===== src/rtl/program_user_clock_pkg.sv =====
// Shared types for the Si570 user-clock I2C programmer.
// States, quarter index, byte-index sizing and the R/W bit.
package program_user_clock_pkg;

    typedef enum logic [2:0] {
        ST_IDLE,
        ST_START,
        ST_BIT,
        ST_ACK,
        ST_STOP,
        ST_DONE
    } state_t;

    typedef logic [1:0] quarter_t;

    localparam logic RW_WRITE = 1'b0;

    // Address byte + register byte + payload bytes.
    function automatic int byte_idx_w(input int num_bytes);
        return $clog2(num_bytes + 2);
    endfunction

endpackage


===== src/rtl/i2c_quarter_tick.sv =====
// Quarter-SCL-period strobe generator with enable and stretch hold.
// The hold only freezes the counter at 0 (start of a quarter).
module i2c_quarter_tick #(
    parameter int ClkDiv = 250
) (
    input  logic clk,
    input  logic rst_n,
    input  logic en,
    input  logic hold,
    output logic tick
);

    localparam int CW = (ClkDiv > 2) ? $clog2(ClkDiv) : 1;

    logic [CW-1:0] cnt;

    assign tick = en && (cnt == CW'(ClkDiv - 1));

    always_ff @(posedge clk or negedge rst_n) begin
        if (!rst_n) begin
            cnt <= '0;
        end else if (!en) begin
            cnt <= '0;
        end else if (hold && cnt == '0) begin
            cnt <= '0;
        end else if (tick) begin
            cnt <= '0;
        end else begin
            cnt <= cnt + CW'(1);
        end
    end

endmodule


===== src/rtl/program_user_clock_i2c.sv =====
// I2C write-only master that programs the user clock synthesiser.
// Define PROG_CLK_STRETCH_EN to add i_scl and honour slave clock stretching.
module program_user_clock_i2c
    import program_user_clock_pkg::*;
#(
    parameter int ClkDiv   = 250,
    parameter int NumBytes = 6
) (
    input  logic                  i_clk,
    input  logic                  i_rst_n,
    input  logic                  i_start,
    input  logic [6:0]            i_dev_addr,
    input  logic [7:0]            i_reg_addr,
    input  logic [NumBytes*8-1:0] i_data,
    input  logic                  i_sda,
`ifdef PROG_CLK_STRETCH_EN
    input  logic                  i_scl,
`endif
    output logic                  o_scl_oe,
    output logic                  o_sda_oe,
    output logic                  o_busy,
    output logic                  o_done,
    output logic                  o_nack
);

    localparam int TotalBytes = NumBytes + 2;
    localparam int BW         = byte_idx_w(NumBytes);

    state_t                    state;
    quarter_t                  q;
    logic [2:0]                bit_idx;
    logic [BW-1:0]             byte_idx;
    logic [TotalBytes*8-1:0]   frame;
    logic                      tick;
    logic                      hold;
    logic                      cur_bit;

    // frame[7:0] always holds the byte on the wire; MSB goes first.
    assign cur_bit = frame[~bit_idx];

`ifdef PROG_CLK_STRETCH_EN
    assign hold = (q == 2'd2) && !i_scl;
`else
    assign hold = 1'b0;
`endif

    i2c_quarter_tick #(
        .ClkDiv(ClkDiv)
    ) u_tick (
        .clk  (i_clk),
        .rst_n(i_rst_n),
        .en   (o_busy),
        .hold (hold),
        .tick (tick)
    );

    // Returns {scl_oe, sda_oe} for a given state/quarter/data bit.
    function automatic logic [1:0] drive(input state_t s, input quarter_t qq,
                                         input logic b);
        logic [1:0] d;
        d = 2'b00;
        unique case (s)
            ST_START: d = {&qq, qq[1]};
            ST_BIT:   d = {~qq[1], ~b};
            ST_ACK:   d = {~qq[1], 1'b0};
            ST_STOP:  d = {qq == 2'd0, qq != 2'd3};
            default:  d = 2'b00;
        endcase
        return d;
    endfunction

    always_ff @(posedge i_clk or negedge i_rst_n) begin
        if (!i_rst_n) begin
            state    <= ST_IDLE;
            q        <= '0;
            bit_idx  <= '0;
            byte_idx <= '0;
            frame    <= '0;
            o_scl_oe <= 1'b0;
            o_sda_oe <= 1'b0;
            o_busy   <= 1'b0;
            o_done   <= 1'b0;
            o_nack   <= 1'b0;
        end else begin
            o_done <= 1'b0;
            unique case (state)
                ST_IDLE: begin
                    if (i_start) begin
                        frame    <= {i_data, i_reg_addr, i_dev_addr, RW_WRITE};
                        byte_idx <= '0;
                        bit_idx  <= '0;
                        q        <= '0;
                        o_nack   <= 1'b0;
                        o_busy   <= 1'b1;
                        state    <= ST_START;
                        {o_scl_oe, o_sda_oe} <= drive(ST_START, 2'd0, 1'b0);
                    end
                end
                ST_DONE: state <= ST_IDLE;
                default: begin
                    if (tick && q != 2'd3) begin
                        q <= q + 2'd1;
                        {o_scl_oe, o_sda_oe} <= drive(state, q + 2'd1, cur_bit);
                        if (state == ST_ACK && q == 2'd2 && i_sda) begin
                            o_nack <= 1'b1;
                        end
                    end else if (tick) begin
                        q <= '0;
                        unique case (state)
                            ST_START: begin
                                state   <= ST_BIT;
                                bit_idx <= '0;
                                {o_scl_oe, o_sda_oe} <= drive(ST_BIT, 2'd0, frame[7]);
                            end
                            ST_BIT: begin
                                if (bit_idx == 3'd7) begin
                                    state <= ST_ACK;
                                    {o_scl_oe, o_sda_oe} <= drive(ST_ACK, 2'd0, 1'b0);
                                end else begin
                                    bit_idx <= bit_idx + 3'd1;
                                    {o_scl_oe, o_sda_oe} <=
                                        drive(ST_BIT, 2'd0, frame[~(bit_idx + 3'd1)]);
                                end
                            end
                            ST_ACK: begin
                                if (o_nack || byte_idx == BW'(TotalBytes - 1)) begin
                                    state <= ST_STOP;
                                    {o_scl_oe, o_sda_oe} <= drive(ST_STOP, 2'd0, 1'b0);
                                end else begin
                                    state    <= ST_BIT;
                                    bit_idx  <= '0;
                                    byte_idx <= byte_idx + BW'(1);
                                    frame    <= frame >> 8;
                                    {o_scl_oe, o_sda_oe} <= drive(ST_BIT, 2'd0, frame[15]);
                                end
                            end
                            default: begin
                                state    <= ST_DONE;
                                o_done   <= 1'b1;
                                o_busy   <= 1'b0;
                                o_scl_oe <= 1'b0;
                                o_sda_oe <= 1'b0;
                            end
                        endcase
                    end
                end
            endcase
        end
    end

endmodule


===== config.mk =====
export PLATFORM = sky130hd
export DESIGN_NAME = program_user_clock_i2c
export DESIGN_NICKNAME = d
export VERILOG_FILES = /design/src/rtl/program_user_clock_pkg.sv /design/src/rtl/i2c_quarter_tick.sv /design/src/rtl/program_user_clock_i2c.sv
export SDC_FILE = /design/constraint.sdc
export NUM_CORES = 1
export LEC_CHECK = 0
export BUFFER_PORTS_ARGS = -buffer_cell sky130_fd_sc_hd__buf_2
export CORE_MARGIN = 2
export CORE_UTILIZATION = 35
export DETAILED_ROUTE_END_ITERATION = 6
export GPL_ROUTABILITY_DRIVEN = 0
export PLACE_DENSITY_LB_ADDON = 0.12
export SYNTH_ARGS = -nofsm -noshare
export SYNTH_HDL_FRONTEND = slang
export SYNTH_SLANG_ARGS = --single-unit
export TNS_END_PERCENT = 1

===== constraint.sdc =====
create_clock -name i_clk -period 5.75 [get_ports i_clk]
set_input_delay 0.2875 -clock i_clk [delete_from_list [all_inputs] [get_ports i_clk]]
set_output_delay 0.2875 -clock i_clk [all_outputs]
set_load 0.005 [all_outputs]

[Yosys cells after proc, flatten, opt, wreduce, memory -nomap -nowiden]
Cells that the tools add are included.
Storage, ports and cells
  register bits: 88
  latch bits: 0
  bits in writable memories: 0
  memory bits (read-only): 0
  input port bits: 67
  memories kept: 0
Cells by class
  add/subtract/negate cells: 4
  multiply operators: 0
  divide/modulo/power cells: 0
  magnitude comparators: 2
  eq/ne operators: 19
  shift-type cells: 0
  muxes and demuxes: 59
  bitwise gates (word level): 8
  reductions and logical operators: 23
Operators by type and width (number)
  $mux W64: 5
  $pmux W64 S2: 1
  $mux W3: 14
  $mux W1: 20
  $pmux W3 S2: 3
  $pmux W3 S3: 2
  $mux W8: 2
  $lt A3 B7 Y1 const B: 2
  $eq A3 B3 Y1 const B: 4
  $add A8 B1 Y8 const B: 1
  $eq A8 B8 Y1 const B: 1
  $pmux W1 S2: 4
  $pmux W2 S4: 1
  $reduce_and A4 Y1: 2
  $reduce_bool A2 Y1: 4
  $reduce_and A7 Y1: 1
  $add A3 B1 Y3 const B: 2
  $bmux W1 S3: 2
  $eq A3 B2 Y1 const B: 2
  $mux W2: 3
  $ne A2 B1 Y1 const B: 3
  $ne A2 B2 Y1 const B: 3
  $not A1 Y1: 6
  $not A3 Y3: 2
  other kinds (21): 25

[Logic depth before layout (Yosys ltp)]
Gate-level depths: netlist of the first run.
  depth in word-level cells: 10
  depth in mapped cells: 9
  mapped depth without buffers: 7

[Modules after synthesis]
Synthesis of the first run repeated with hierarchy kept, for this count alone.
Second synthesis, totals
  cells, all modules: 387
  area, all modules: 4593.2 sq um
By module, submodules not included
  program_user_clock_i2c: instances 1, cells an instance 344, area an instance 4141.5 sq um, seq. area each 2001.9 sq um
  i2c_quarter_tick: instances 1, cells an instance 43, area an instance 451.7 sq um, seq. area each 200.2 sq um

[Least setup slack after synthesis of the first run]
OpenSTA, ideal clock, no wires.
  kind: register -> register
  start: register bit_idx[0]
  end: register o_sda_oe
  library setup time: 0.065 ns
  data arrival time: 1.934 ns
  required time: 5.685 ns
  slack: 3.751 ns
  cell stages (with the launch flop): 8
  path buffers: 1
  clock period less this slack: 1.999 ns
  cells stage by stage: dfrtp_1 -> ha_1 -> buf_2 -> mux2i_1 -> mux4_2 -> or3b_2 -> a32oi_1 -> a22o_1
On the way
  word-level cells in the longest chain between the ends: 10
RTL lines
  from (decl): RTL line program_user_clock_i2c.sv:31  | logic [2:0] bit_idx;
  from (signal assigned): RTL line program_user_clock_i2c.sv:120  | bit_idx <= bit_idx + 3'd1;
  $add A3 B1 Y3: RTL line program_user_clock_i2c.sv:122  | drive(ST_BIT, 2'd0, frame[~(bit_idx + 3'd1)]);
  $not A3 Y3: RTL line program_user_clock_i2c.sv:122
  $bmux W1 S3: RTL line program_user_clock_i2c.sv:122
  $mux W1 (not written as such): RTL line program_user_clock_i2c.sv:122
  $not A1 Y1: RTL line program_user_clock_i2c.sv:64  | ST_BIT: d = {~qq[1], ~b};
  $mux W1: RTL line program_user_clock_i2c.sv:116  | if (bit_idx == 3'd7) begin
  $pmux W1 S3: RTL line program_user_clock_i2c.sv:109  | unique case (state)
  $mux W1: RTL line program_user_clock_i2c.sv:107  | end else if (tick) begin
  $mux W1 *: RTL line program_user_clock_i2c.sv:101  | if (tick && q != 2'd3) begin
  $pmux W1 S2 *: RTL line program_user_clock_i2c.sv:86  | unique case (state)
  to (signal assigned): RTL line program_user_clock_i2c.sv:103  | {o_scl_oe, o_sda_oe} <= drive(state, q + 2'd1, cur_bit);
  to (signal assigned): RTL line program_user_clock_i2c.sv:113  | {o_scl_oe, o_sda_oe} <= drive(ST_BIT, 2'd0, frame[7]);
  to (signal assigned): RTL line program_user_clock_i2c.sv:118  | {o_scl_oe, o_sda_oe} <= drive(ST_ACK, 2'd0, 1'b0);
  to (decl): RTL line program_user_clock_i2c.sv:20  | output logic o_sda_oe,
Every way passes the cells marked *; elsewhere a longest branch is shown, timed or not. The select of a mux whose other input is x is not followed.
A chain may end at the register's enable or synchronous reset.

[Final worst setup path of the first run]
  start: register state[2]
  end: register frame[49]
On the way
  word-level cells in the longest chain between the ends: 3
RTL lines
  from (decl): RTL line program_user_clock_i2c.sv:29  | state_t state;
  from (signal assigned): RTL line program_user_clock_i2c.sv:74  | state <= ST_IDLE;
  from (signal assigned): RTL line program_user_clock_i2c.sv:95  | state <= ST_START;
  from (signal assigned): RTL line program_user_clock_i2c.sv:99  | ST_DONE: state <= ST_IDLE;
  $logic_not A3 Y1 (tied with other cells): RTL line program_user_clock_i2c.sv:86
  $ne A2 B1 Y1 (no source line) (tied with other cells)
  $reduce_and A6 Y1 (no source line)
  to (signal assigned): RTL line program_user_clock_i2c.sv:89  | frame <= {i_data, i_reg_addr, i_dev_addr, RW_WRITE};
  to (signal assigned): RTL line program_user_clock_i2c.sv:133  | frame <= frame >> 8;
  to (decl): RTL line program_user_clock_i2c.sv:33  | logic [TotalBytes*8-1:0] frame;
Several ways; a longest one is shown, not always the timed one.

==> run summary, run 1 <==
outcome: completed
largest net degree at the start of global routing: 85
Final Hold Viols: 0
CTS root buffer: clkbuf_16
TNS Setup: 0 ps
CTS tree: yes
port bufs: 71
number of flops mapped to enable cells by yosys: 0
Horiz. Die Dim: 115 um
CTS buffer count: 9
Lkg Pwr: 0.00230 uW
DRT iter0 DRCs: 132
worst-margin pin slew: 1060 ps
fraction of layout cells with a size suffix above 1: 0.214
first-pass GRT wire length: 16300 um
Req. time, crit path: 5940 ps
RSZ-0062 raised after global routing: no
Worst-Skew Late Latency: 340 ps
ant diodes: 0
Netlist cell types: 45
clk sink count: 88
Seq/Total Area, Yosys: 0.509
WL per Instance: 14.9 um
IO Pins: 72
buffer count from post-CTS setup fixing: 0
final period utilization: 0.521
Clock Path Buffers: 2
drt pass-1 iters: 4
row cnt: 40
number of H-tree branching levels: 3
synthesized netlist net count: 496
Slew Viols, Final: 0
final core occ: 0.426
Max Cap Violations: 0
register bit total from synthesis: 88
Setup crit end kind: flip-flop
grt ovf: 0
area grow syn2layout: 18.3%
CTS clock-pin slew for the worst setup and hold paths: 70 ps
Total Power: 1870 uW
crit path time final: 3000 ps
Final ANT Viol Nets: 0
CP Class: reg2reg
core area: 0.0120 sq mm
dpl hpwl: 6540 um
initial core utilization: 0.360
Cell Area, Synth: 0.00432 sq mm
nets: 557
vias in the first global route: 3278
syn avg cell area: 10.3 sq um
Ys Warns: 0
Worst setup SP type: flip-flop
Max FO, Critical Path: 84
Worst Path Arrival: 3190 ps
antenna violations before repair: 1
Slew headroom: 0.291
Die H: 115 um
Yosys top cell by area: dfrtp_1
drc violations: 0
Hold WC Path Type: in2reg
Synth area leaders: dfrtp_1, mux2i_1, o21ai_0, nand2_1, ha_1
Die ar.: 0.0133 sq mm
synthesized instance count: 420
FMAX: 334 MHz
Worst Clk Skew: 10.9 ps
most common flop cell mapped by yosys: dfrtp_1
asr flop ratio synth: 1.00
gr usage total: 0.158
placed cell area: 0.00479 sq mm
Vias: 3191
Final setup viols: 0
PD cells: 365 mW/mm^2
fin area: 0.00511 sq mm
Synth top area share: 0.509
Via density: 5.04
Worst VDD drop: 0.000202 V
drt total wl: 9450 um
-- worst max-delay path, cell delays in order (launching register included) --
cell and delay (ps):
dfrtp_1 700, nor2b_1 210, and3_1 290, a21oi_4 700, buf_4 720, o21ai_0 210
-- area by class of cell --
cell class	count	area (sq um)
inverters	3	11.3
fillers	1201	6900
flip-flops and latches	88	2200
well taps	147	184
repair buffers	76	398
clock inverters	6	73.8
multi-input cells	303	2010
clock buffers	10	239
-- where the power goes --
group | switching (uW) | internal [uW] | total (uW)
Combinational | 178 | 171 | 349
Sequential | 116 | 791 | 907
Clock | 257 | 355 | 612
Total | 550 | 1320 | 1870
-- Yosys cell counts (3+ instances only) --
cell type and number:
and3_1 5, nor2_1 16, a31oi_1 3, nand3_1 13, ha_1 9, dfrtp_1 88, nor2b_1 4, buf_2 15
or3_1 3, xor2_1 4, clkbuf_1 11, inv_1 3, nand2_1 78, o21ai_0 59, mux2_2 4, a22o_1 4
a21oi_1 5, mux2i_1 63
-- what timing repair did --
action,4_1_cts,5_1_grt
hold buffers,1,0
gates resized for setup,0,0
endpoints found under the hold margin,34,0
-- flip-flops by register name (all words and copies together), names as in the netlist --
| name | cells |
|---|---|
| frame | 64 |
| u_tick.cnt | 8 |
| bit_idx | 3 |
| byte_idx | 3 |
| state | 3 |
| q | 2 |
| o_busy | 1 |
| o_done | 1 |
| o_nack | 1 |
| o_scl_oe | 1 |
| o_sda_oe | 1 |
-- layout by cell type, fill, tap and decap left out, types with 4 or more instances in the layout --
cell	synthesis	final
nand3_1	13	13
xor2_1	4	4
mux2i_1	63	63
buf_4	0	5
nand2_1	78	78
ha_1	9	9
clkbuf_16	0	9
dfrtp_1	88	88
and3_1	5	5
a21oi_1	5	5
buf_2	15	70
a22o_1	4	4
nor2b_1	4	4
mux2_2	4	4
o21ai_0	59	59
nor2_1	16	16
-- per-stage QoR --
stage                     cells  hold slack [ps]  worst slack, ps
final                       633              161             2750
after global routing        633              163             2430
after CTS                   633              143             2750
after detailed placement    616              274             2730
after global placement      616              280             2850
after floorplan             420            -8.09             3750
-- layer usage --
metal	vias up	part of all wire	track usage
met5	-	0.0012	0
met2	61	0.48	0.257
met1	1522	0.45	0.197
met4	2	0.011	0.0474
met3	10	0.053	0.0611
li1	1596	-	-
-- cells by family after synthesis --
| kind of cell | share of synthesized area |
|---|---|
| adder cells (fa/ha/maj) | 0.0260 |
| XOR/XNOR | 0.0101 |
| AND/OR/NAND/NOR | 0.142 |
| buffers and inverters | 0.0295 |
| multiplexers | 0.167 |
| flip-flops | 0.509 |
| AO/OA/AOI/OAI | 0.116 |
-- worst paths after layout --
check	end	slack [ps]	from	cells after the start
min reg2reg	frame[62]	470	frame[62]	2
max reg2reg	frame[49]	2750	state[2]	5
min	frame[63]	160	i_data[47]	3
min in group asynchronous	byte_idx[0]	440	i_rst_n	2
max in group asynchronous	frame[9]	4230	i_rst_n	3
max	frame[49]	2750	state[2]	5
Note: power is estimated with default switching activity, not from simulation.
==> inputs of run 2 (changes only) <==
==> constraint.sdc (replaced) <==
create_clock -name i_clk -period 3 [get_ports i_clk]
set_input_delay 0.15 -clock i_clk [delete_from_list [all_inputs] [get_ports i_clk]]
set_output_delay 0.15 -clock i_clk [all_outputs]
set_load 0.005 [all_outputs]
==> run summary, run 2 (synthesis gave the netlist of run 1 again) <==
outcome: completed (unchanged)
commonest non-fill, non-tap cell in the layout: dfrtp_1 (unchanged)
Lkg Pwr: 0.00231 uW (was 0.00230 uW)
Comb pwr share: 0.193 (was 0.187)
CP Class: reg2reg (unchanged)
Place WS: 780 ps (was 2730 ps)
port bufs: 71 (unchanged)
grt ovf: 0 (unchanged)
final period utilization: 0.746 (was 0.521)
Final setup viols: 0 (unchanged)
CTS tree: yes (unchanged)
DRT iter0 DRCs: 139 (was 132)
Sw Ratio: 0.294 (was 0.295)
min setup slack post-route: 761 ps (was 2750 ps)
gr usage total: 0.156 (was 0.158)
fin area: 0.00513 sq mm (was 0.00511 sq mm)
Clock Path Buffers: 2 (unchanged)
Met3 Wirelength: 464 um (was 505 um)
area grow syn2layout: 18.6% (was 18.3%)
Worst VDD drop: 0.000326 V (was 0.000202 V)
Die H: 115 um (unchanged)
PD cells: 679 mW/mm^2 (was 365 mW/mm^2)
Max Cap Violations: 0 (unchanged)
drt total wl: 9500 um (was 9450 um)
Routed met2 length: 4550 um (unchanged)
number of H-tree branching levels: 3 (unchanged)
core area: 0.0120 sq mm (unchanged)
CTS hold repair buffers: 1 (unchanged)
Worst Path Arrival: 2460 ps (was 3190 ps)
first-pass GRT wire length: 16100 um (was 16300 um)
hold endpoint: frame[61] (was frame[63])
beginning of the worst hold path: i_data[45] (was i_data[47])
CTS clock-pin slew for the worst setup and hold paths: 60 ps (was 70 ps)
Hold WC Path Type: in2reg (unchanged)
Clock Power Share: 0.307 (was 0.328)
Worst Clk Skew: 7.35 ps (was 10.9 ps)
CTS buffer count: 9 (unchanged)
WL per Instance: 15.0 um (was 14.9 um)
fraction of layout cells with a size suffix above 1: 0.213 (was 0.214)
Max FO, Critical Path: 15 (was 84)
Critical Path Start: state[2] (unchanged)
PostCTS Resize Cnt: 0 (unchanged)
antenna violations before repair: 0 (was 1)
r2r setup slk: 760 ps (was 2750 ps)
max reg flops: 64 (unchanged)
TNS Setup: 0 ps (unchanged)
Slew headroom: 0.483 (was 0.291)
Reg-to-Reg End: bit_idx[2] (was frame[49])
crit path time final: 2240 ps (was 3000 ps)
Worst R2R Path Depth: 5 (unchanged)
DR top layer: met4 (was met5)
vias in the first global route: 3218 (was 3278)
drt pass-1 iters: 4 (unchanged)
Min-Delay Path Depth: 3 (unchanged)
IO Pins: 72 (unchanged)
CTS root buffer: clkbuf_16 (unchanged)
top flop regs: frame x64, u_tick.cnt x8 (unchanged)
Psw: 1020 uW (was 550 uW)
worst-margin pin slew: 775 ps (was 1060 ps)
drc violations: 0 (unchanged)
most frequent cells in the layout: dfrtp_1, nand2_1, buf_2 (unchanged)
RSZ-0062 raised after global routing: no (unchanged)
Via density: 4.99 (was 5.04)
Vias: 3169 (was 3191)
FMAX: 447 MHz (was 334 MHz)
RR Startpoint: state[2] (unchanged)
placed cell area: 0.00483 sq mm (was 0.00479 sq mm)
Worst setup SP type: flip-flop (unchanged)
Horiz. Die Dim: 115 um (unchanged)
clk sink count: 88 (unchanged)
Met1 Wirelength: 4310 um (was 4270 um)
Total Power: 3480 uW (was 1870 uW)
Final ANT Viol Nets: 0 (unchanged)
Slew Viols, Final: 0 (unchanged)
Flop pwr share: 0.500 (was 0.486)
hold_ws: 32.0 ps (was 161 ps)
Die ar.: 0.0133 sq mm (unchanged)
Setup crit end kind: flip-flop (unchanged)
row cnt: 40 (unchanged)
Reg with most FFs: frame (unchanged)
dpl hpwl: 6650 um (was 6540 um)
initial core utilization: 0.360 (unchanged)
Req. time, crit path: 3220 ps (was 5940 ps)
Final Hold Viols: 0 (unchanged)
largest net degree at the start of global routing: 123 (was 85)
buffer count from post-CTS setup fixing: 0 (unchanged)
ant diodes: 0 (unchanged)
Internal Pwr Total: 2460 uW (was 1320 uW)
Worst-Skew Late Latency: 340 ps (about the same)
nets: 559 (was 557)
run 2: cell types whose count changed in the layout (fill, tap and decap cells not counted), sizes merged:
| cell | change |
|---|---|
| clkbuf | +3 |
| inv | -3 |
| buf | +2 |
| bufinv | -1 |
| clkinv | +1 |
run 2: worst max path at each step:
stage	endpoint	slack, ps	depth (start not counted)
after detailed placement	bit_idx[1]	780	5
final	bit_idx[2]	760	5
after floorplan	o_sda_oe	1000	7
after global routing	bit_idx[2]	610	5
after global placement	bit_idx[1]	870	5
after CTS	bit_idx[2]	770	5
run 2: power groups by stage:
stage / registers (uW) / clock network [uW] / logic (uW)
4_1_cts: 1750 / 1100 / 693
2_1_floorplan: 1690 / 0 / 515
5_1_grt: 1790 / 1160 / 799
3_3_place_gp: 1760 / 0 / 668
3_5_place_dp: 1770 / 0 / 690
6_report: 1740 / 1070 / 674
run 2: layout make-up:
cell class,instances,area (sq um)
fillers,1214,6880
flip-flops and latches,88,2200
multi-input cells,303,2010
repair buffers,78,438
clock buffers,13,260
well taps,147,184
clock inverters,3,26.3
inverters,3,11.3
run 2: critical path, stage by stage (launching register included):
cell and delay, ps:
dfrtp_1 680, xor2_1 230, o2111ai_1 250, nor2b_1 290, a2111oi_4 290, mux2_2 380
run 2: metrics by stage:
stage          std cells   util
2_1_floorplan        420      -
3_3_place_gp         618  0.402
3_5_place_dp         618  0.402
4_1_cts              635  0.427
5_1_grt              635  0.427
6_report             635  0.427
run 2: per-layer routing:
metal,vias to the layer above,track usage
li1,1603,-
met1,1483,0.204
met2,68,0.248
met3,15,0.0443
met4,0,0.0570
met5,-,0
==> inputs of run 3 (changes only) <==
==> constraint.sdc (replaced) <==
create_clock -name i_clk -period 2.3 [get_ports i_clk]
set_input_delay 0.115 -clock i_clk [delete_from_list [all_inputs] [get_ports i_clk]]
set_output_delay 0.115 -clock i_clk [all_outputs]
set_load 0.005 [all_outputs]
==> run summary, run 3 (synthesis gave the netlist of run 1 again) <==
placed cell area: 0.00489 sq mm (was 0.00483 sq mm)
drt total wl: 9740 um (was 9500 um)
antenna violations before repair: 0 (unchanged)
CTS tree: yes (unchanged)
row cnt: 40 (unchanged)
beginning of the worst hold path: i_data[41] (was i_data[45])
CP Buf/Inv Count: 0 (unchanged)
Min-Delay Path Depth: 3 (unchanged)
r2r setup slk: 120 ps (was 760 ps)
Clock Path Buffers: 2 (unchanged)
fraction of layout cells with a size suffix above 1: 0.220 (was 0.213)
CP Class: reg2reg (unchanged)
crit path time final: 2180 ps (was 2240 ps)
min setup slack post-route: 116 ps (was 761 ps)
outcome: completed (unchanged)
core area: 0.0120 sq mm (unchanged)
CTS root buffer: clkbuf_16 (unchanged)
RR Startpoint: bit_idx[0] (was state[2])
CTS clock-pin slew for the worst setup and hold paths: 60 ps (about the same)
dpl hpwl: 6740 um (was 6650 um)
Reg with most FFs: frame (unchanged)
PD cells: 876 mW/mm^2 (was 679 mW/mm^2)
TNS Setup: 0 ps (unchanged)
Max FO, Critical Path: 5 (was 15)
most frequent cells in the layout: dfrtp_1, nand2_1, buf_2 (unchanged)
number of H-tree branching levels: 3 (unchanged)
CTS buffer count: 9 (unchanged)
drc violations: 0 (unchanged)
Slew headroom: 0.581 (was 0.483)
grt ovf: 0 (unchanged)
Final setup viols: 0 (unchanged)
clk sink count: 88 (unchanged)
max reg flops: 64 (unchanged)
Worst Clk Skew: 6.76 ps (was 7.35 ps)
FMAX: 458 MHz (was 447 MHz)
CP top delay family: multiplexers (was flip-flops)
Clock Power Share: 0.312 (was 0.307)
Max stage delay on crit path: 450 ps (was 680 ps)
Final ANT Viol Nets: 0 (unchanged)
IO Pins: 72 (unchanged)
Hold WC Path Type: in2reg (unchanged)
Die H: 115 um (unchanged)
Worst-Skew Late Latency: 340 ps (about the same)
drt pass-1 iters: 5 (was 4)
Final Hold Viols: 0 (unchanged)
Sw Ratio: 0.287 (was 0.294)
Worst R2R Path Depth: 6 (was 5)
Req. time, crit path: 2580 ps (was 3220 ps)
gr usage total: 0.159 (was 0.156)
DRT iter0 DRCs: 158 (was 139)
buffer count from post-CTS setup fixing: 0 (unchanged)
worst-margin pin slew: 628 ps (was 775 ps)
Worst Path Arrival: 2460 ps (about the same)
Place WS: 95.0 ps (was 780 ps)
initial core utilization: 0.360 (unchanged)
Psw: 1320 uW (was 1020 uW)
Flop pwr share: 0.493 (was 0.500)
fin area: 0.00526 sq mm (was 0.00513 sq mm)
Via density: 5.00 (was 4.99)
nets: 572 (was 559)
Reg area: 0.00220 sq mm (unchanged)
Internal Pwr Total: 3290 uW (was 2460 uW)
Lkg Pwr: 0.00237 uW (was 0.00231 uW)
vias in the first global route: 3267 (was 3218)
area of the multi-input gates: 0.00201 sq mm (about the same)
final core occ: 0.438 (was 0.427)
area grow syn2layout: 21.7% (was 18.6%)
highest-delay cell along the critical path: dfrtp_1 (unchanged)
Reg-to-Reg End: o_sda_oe (was bit_idx[2])
Slew Viols, Final: 0 (unchanged)
hold_ws: 10.5 ps (was 32.0 ps)
Vias: 3237 (was 3169)
Comb pwr share: 0.195 (was 0.193)
hold endpoint: frame[57] (was frame[61])
ant diodes: 0 (unchanged)
Setup crit end kind: flip-flop (unchanged)
top flop regs: frame x64, u_tick.cnt x8 (unchanged)
Worst VDD drop: 0.000419 V (was 0.000326 V)
layout filler cell count: 1198 (was 1214)
WL per Instance: 15.1 um (was 15.0 um)
final period utilization: 0.950 (was 0.746)
RSZ-0062 raised after global routing: no (unchanged)
Horiz. Die Dim: 115 um (unchanged)
Max Cap Violations: 0 (unchanged)
Worst setup SP type: flip-flop (unchanged)
Die ar.: 0.0133 sq mm (unchanged)
first-pass GRT wire length: 16400 um (was 16100 um)
port bufs: 71 (unchanged)
commonest non-fill, non-tap cell in the layout: dfrtp_1 (unchanged)
crit path cell chain: ha_2 > mux2i_1 > mux4_2 > or3b_2 > a32oi_1 > a22o_1 (was xor2_1 > o2111ai_1 > nor2b_1 > a2111oi_4 > mux2_2)
largest net degree at the start of global routing: 81 (was 123)
run 3: power by group through the flow:
stage | Clock [uW] | Combinational, uW | Sequential, uW
2_1_floorplan | 0 | 671 | 2200
3_3_place_gp | 0 | 872 | 2300
3_5_place_dp | 0 | 906 | 2310
4_1_cts | 1490 | 917 | 2280
5_1_grt | 1540 | 1060 | 2340
6_report | 1440 | 897 | 2270
run 3: worst max path at each step:
stage	startpoint	end	slack, ps	depth (start not counted)
2_1_floorplan	bit_idx[0]	o_sda_oe	300	7
3_3_place_gp	bit_idx[0]	o_sda_oe	240	6
3_5_place_dp	bit_idx[0]	o_sda_oe	100	6
4_1_cts	bit_idx[0]	o_sda_oe	80	6
5_1_grt	bit_idx[0]	o_sda_oe	30	6
6_report	bit_idx[0]	o_sda_oe	120	6
run 3: final cells by class:
class | count | share of cell area
Tap cell | 147 | 0.0350
Clock inverter | 3 | 0.00809
Inverter | 3 | 0.00214
Timing Repair Buffer | 91 | 0.107
Clock buffer | 12 | 0.0468
Multi-Input combinational cell | 303 | 0.382
Sequential cell | 88 | 0.419
run 3: timing repair:
action | 4_1_cts | 5_1_grt
endpoints found under the setup margin | 0 | 1
hold buffers | 8 | 0
hold endpoints to repair | 52 | 0
gates resized for setup | 0 | 1
run 3: routing by layer:
metal	global-route usage	vias up	wire length [um]
met4	0.0651	0	172
met5	0	-	0
li1	-	1625	-
met1	0.207	1546	4470
met3	0.0432	11	530
met2	0.250	55	4570
run 3: through the flow:
| stage | total power [uW] | cells |
|---|---|---|
| floorplan | 2870 | 420 |
| global placement | 3170 | 624 |
| detailed placement | 3210 | 624 |
| CTS | 4690 | 647 |
| global route | 4940 | 647 |
| finish | 4610 | 647 |
run 3: tightest hold or removal path, delay by kind of cell:
family                 cells  cell delay [ps]
buffers and inverters      1               80
AND/OR/NAND/NOR            2              120
